$ cat src/rtl/univ_shift_reg.sv
// Universal shift register: hold, shift right/left, parallel load, with a saturating
// shift counter and a one-cycle pulse marking the completion of a full frame of shifts.
module univ_shift_reg #(
  parameter int unsigned WIDTH = 8,
  localparam int unsigned CntW = $clog2(WIDTH + 1)
) (
  input  logic             clk,
  input  logic             rst,
  input  logic             en,
  input  logic [1:0]       mode,
  input  logic             sin_msb,
  input  logic             sin_lsb,
  input  logic [WIDTH-1:0] pin,
  output logic [WIDTH-1:0] q,
  output logic             sout_msb,
  output logic             sout_lsb,
  output logic [CntW-1:0]  shift_cnt,
  output logic             frame_done,
  output logic             drained
);

  typedef enum logic [1:0] {
    ModeHold = 2'b00,
    ModeShr  = 2'b01,
    ModeShl  = 2'b10,
    ModeLoad = 2'b11
  } mode_e;

  localparam logic [CntW-1:0] CntFull = CntW'(WIDTH);
  localparam logic [CntW-1:0] CntLast = CntW'(WIDTH - 1);

  logic [WIDTH-1:0] q_q, q_d;
  logic [CntW-1:0]  cnt_q, cnt_d;
  logic             done_q, done_d;
  logic             shift;

  always_comb begin
    q_d    = q_q;
    cnt_d  = cnt_q;
    done_d = 1'b0;
    shift  = 1'b0;
    if (en) begin
      unique case (mode_e'(mode))
        ModeShr: begin
          q_d   = {sin_msb, q_q[WIDTH-1:1]};
          shift = 1'b1;
        end
        ModeShl: begin
          q_d   = {q_q[WIDTH-2:0], sin_lsb};
          shift = 1'b1;
        end
        ModeLoad: begin
          q_d   = pin;
          cnt_d = '0;
        end
        default: ;
      endcase
    end
    // Count saturates at WIDTH; the pulse fires only on the transition into saturation.
    if (shift && (cnt_q != CntFull)) begin
      cnt_d  = cnt_q + CntW'(1);
      done_d = (cnt_q == CntLast);
    end
  end

  always_ff @(posedge clk) begin
    if (rst) begin
      q_q    <= '0;
      cnt_q  <= '0;
      done_q <= 1'b0;
    end else begin
      q_q    <= q_d;
      cnt_q  <= cnt_d;
      done_q <= done_d;
    end
  end

  assign q          = q_q;
  assign shift_cnt  = cnt_q;
  assign frame_done = done_q;
  assign sout_msb   = q_q[WIDTH-1];
  assign sout_lsb   = q_q[0];
  assign drained    = (cnt_q == CntFull);

endmodule
$ cat config.mk
export PLATFORM = sky130hd
export DESIGN_NAME = univ_shift_reg
export DESIGN_NICKNAME = d
export VERILOG_FILES = /design/src/rtl/univ_shift_reg.sv
export SDC_FILE = /design/constraint.sdc
export NUM_CORES = 1
export LEC_CHECK = 0
export BUFFER_PORTS_ARGS = -buffer_cell sky130_fd_sc_hd__buf_2
export CORE_ASPECT_RATIO = 0.9
export CORE_MARGIN = 2
export CORE_UTILIZATION = 41
export DETAILED_ROUTE_END_ITERATION = 12
export PLACE_DENSITY = 0.83
export SYNTH_ARGS = -nofsm -noshare
export SYNTH_HDL_FRONTEND = slang
export SYNTH_SLANG_ARGS = --single-unit
$ cat constraint.sdc
create_clock -name clk -period 1.2 [get_ports clk]
set_input_delay 0.24 -clock clk [delete_from_list [all_inputs] [get_ports clk]]
set_output_delay 0.24 -clock clk [all_outputs]
set_load 0.01 [all_outputs]
==> metrics.md <==
| Metric | Value |
|---|---|
| H-tree depth | 1 |
| Largest fanout on the critical path | 2 |
| Num rows | 14 |
| Die Ht | approximately 45 um |
| Die Wd | between 40 and 50 um |
| Finished Layout Cells | 151 |
| CTS buffer count | 3 |
| MaxCap Viol Count | 0 |
| Setup TNS | -0.474 ns |
| RD Place Congestion | between 0.8 and 0.9 |
| Storage element area | roughly 270 um^2 |
| Distinct cells, synth | 24 |
| Via count of the routed design | roughly 830 |
| Vias in the first global route | between 700 and 800 |
| Kind of critical path | reg2out |
| Multi-input gate area | around 440 um^2 |
| Routed Wire Length | slightly above 2000 um |
| Tot Pwr | about 1000 uW |
| Synthesized net count | about 110 |
| Share of layout cells above drive strength 1 | roughly half |
| RSZ-0062 raised after global routing | yes |
| Synthesized cell area | between 700 and 800 um^2 |
| Area grow syn2layout | 39.5% |
| Synth warn | 0 |
| Slew @ Worst Pin | about 0.28 ns |
| Clock buffer depth | 2 |
| Total grt overflow | 0 |
| Worst-Skew Late Latency | approximately 0.27 ns |
| Slew Viols, Final | 0 |
| CP endpoint kind | output pin |
| Die ar. | between 2000 and 2500 um^2 |
| Status | complete, but fails checks |
| Slew margin rel. | about four fifths |
| TritonCTS clock tree | done |
| Clock skew | slightly above 0.005 ns |
| Largest net degree at the start of global routing | 17 |
| Failing checks | negative setup slack |
| Seq/Total Area, Yosys | about a third |
| Port buffer count | 30 |
| Final WS setup | -0.185 ns |
| Crit path arrival time | 1.15 ns |
| Highest clock rate | 722 MHz |
| Fin crit share | 115% |
| Placed Cells | 139 |
| Worst hold path type | in2reg |
| Pre-Repair DR Iteration Count | 6 |
| Post-DP HPWL | roughly 1300 um |
| Total GRT Usage | 19.3% |
| Register bit total from synthesis | 13 |
| Max IR drop VDD | around 0.50 mV |
| Final Setup Violations | 5 |
| Vias per cell | 5.51 |
| Fin. Hold Viols | 0 |
| Ports | 31 |
| Initial DRC Count | 27 |
| WP data required | 0.96 ns |
| Number of nets in the layout | 148 |
| # fillers | roughly 140 |
| Core area | 1700 um^2 |
| Cell count after synthesis | 86 |
| Antenna-violating nets left | 0 |
| Tmin final | around 1.4 ns |
| Reg clk slew, reported paths | about 0.08 ns |
| First-pass GRT wire length | between 3000 and 4000 um |
| Drt wl/cell | 13.4 um |
| Leak | about 0.47 nW |
| DRC | 0 |
| Synthesized area per cell | roughly 9 um^2 |
| CTS root buffer | clkbuf_4 |
| Initial core utilization | roughly 44% |
| Initial antenna violation count | 0 |
| Critical Path Start Type | flip-flop |
| Diodes inserted | 0 |
| Pwr/cell area | 947 nW/um^2 |
| Clock sinks | 13 |
-- kinds of logic after synthesis --
family | after synthesis | synth area share [%]
AOI/OAI and AO/OA | 24 | 25.7
adders and majority gates | 5 | 8.29
buffers and inverters | 12 | 9.95
DFF | 13 | 34.5
and+or+nand+nor | 32 | 21.6
-- power breakdown --
part / switching (mW) / total [mW] / internal (mW) / leakage (nW)
Clock: 0.146 / 0.275 / 0.129 / 0.0150
Combinational: 0.126 / 0.239 / 0.113 / 0.347
Sequential: 0.0265 / 0.483 / 0.456 / 0.108
-- sequential cells by signal, indices dropped and copies added, names as in the netlist --
signal	count
shift_cnt	4
q	8
frame_done	1
-- Yosys cell counts (all sizes together) --
master | number | area share, %
nand2 | 10 | 5.0
a311oi | 8 | 11
a22oi | 8 | 8.0
nand4 | 1 | 0.83
and2 | 1 | 1.0
nor2b | 3 | 2.5
and4 | 1 | 1.2
ha | 5 | 8.3
a31oi | 1 | 0.83
nor2 | 10 | 6.6
or3 | 1 | 0.83
clkbuf | 1 | 0.50
buf | 6 | 7.0
dfxtp | 13 | 34
nand3b | 1 | 1.0
o211ai | 4 | 4.0
a21oi | 3 | 2.0
nand3 | 4 | 2.7
inv | 5 | 2.5
-- final cells by class --
cell class | instances | share of cell area [%]
Timing Repair Buffer | 44 | 25.2
Tap cell | 24 | 2.85
Sequential cell | 13 | 25.2
Multi-Input combinational cell | 61 | 42.2
Inverter | 5 | 2.02
Clock buffer | 4 | 2.50
-- worst max-delay path, stage by stage (launching register included) --
cell and delay [ns]:
dfxtp_4 0.38, inv_4 0.04, ha_4 0.14, nand3b_1 0.13, inv_2 0.06, buf_6 0.12
-- layer usage --
metal | part of all wire, % | vias to the layer above | GRT usage (%)
met5 | 0 | - | 0
met3 | 7.3 | 4 | 2.98
met2 | 49 | 39 | 29.5
li1 | - | 395 | -
met4 | 1.4 | 0 | 10.9
met1 | 42 | 394 | 26.5
-- cell usage in the layout (no fill, tap or decap), types with 3 or more instances in the layout --
| master | n |
|---|---|
| buf_2 | 29 |
| buf_4 | 13 |
| dfxtp_1 | 11 |
| nand2_1 | 10 |
| a22oi_1 | 8 |
| nor2_1 | 7 |
| a311oi_1 | 6 |
| o211ai_1 | 4 |
| nand3_1 | 4 |
| nor2b_1 | 3 |
| clkbuf_4 | 3 |
-- final timing paths --
| path | start | endpoint | slack, ns | cells after the start |
|---|---|---|---|---|
| max | shift_cnt[0]$_SDFFE_PP0P_ | drained | -0.19 | 5 |
| min | sin_msb | q[7]$_SDFFE_PP0P_ | 0.23 | 3 |
| max reg2reg | shift_cnt[0]$_SDFFE_PP0P_ | shift_cnt[1]$_SDFFE_PP0P_ | -0.10 | 7 |
| min reg2reg | q[7]$_SDFFE_PP0P_ | q[6]$_SDFFE_PP0P_ | 0.52 | 2 |
-- stage by stage --
step,setup WS [ns],area (um^2),util [%],hold WS [ns]
6_report,-0.185,1050,61.9,0.231
5_1_grt,-0.239,1050,61.9,0.249
2_1_floorplan,-0.00432,759,-,0.312
3_3_place_gp,-0.131,928,54.6,0.499
4_1_cts,-0.128,1030,60.4,0.230
3_5_place_dp,-0.173,928,54.6,0.508
-- what timing repair did --
action / 4_1_cts / 5_1_grt
gates resized for setup: 5 / 6
setup endpoints to repair: 4 / 6
cloned: 0 / 0
pin swaps: 1 / 4
hold buffers: 0 / 0
setup buffers: 7 / 1
(Power assumes the default switching activity.)
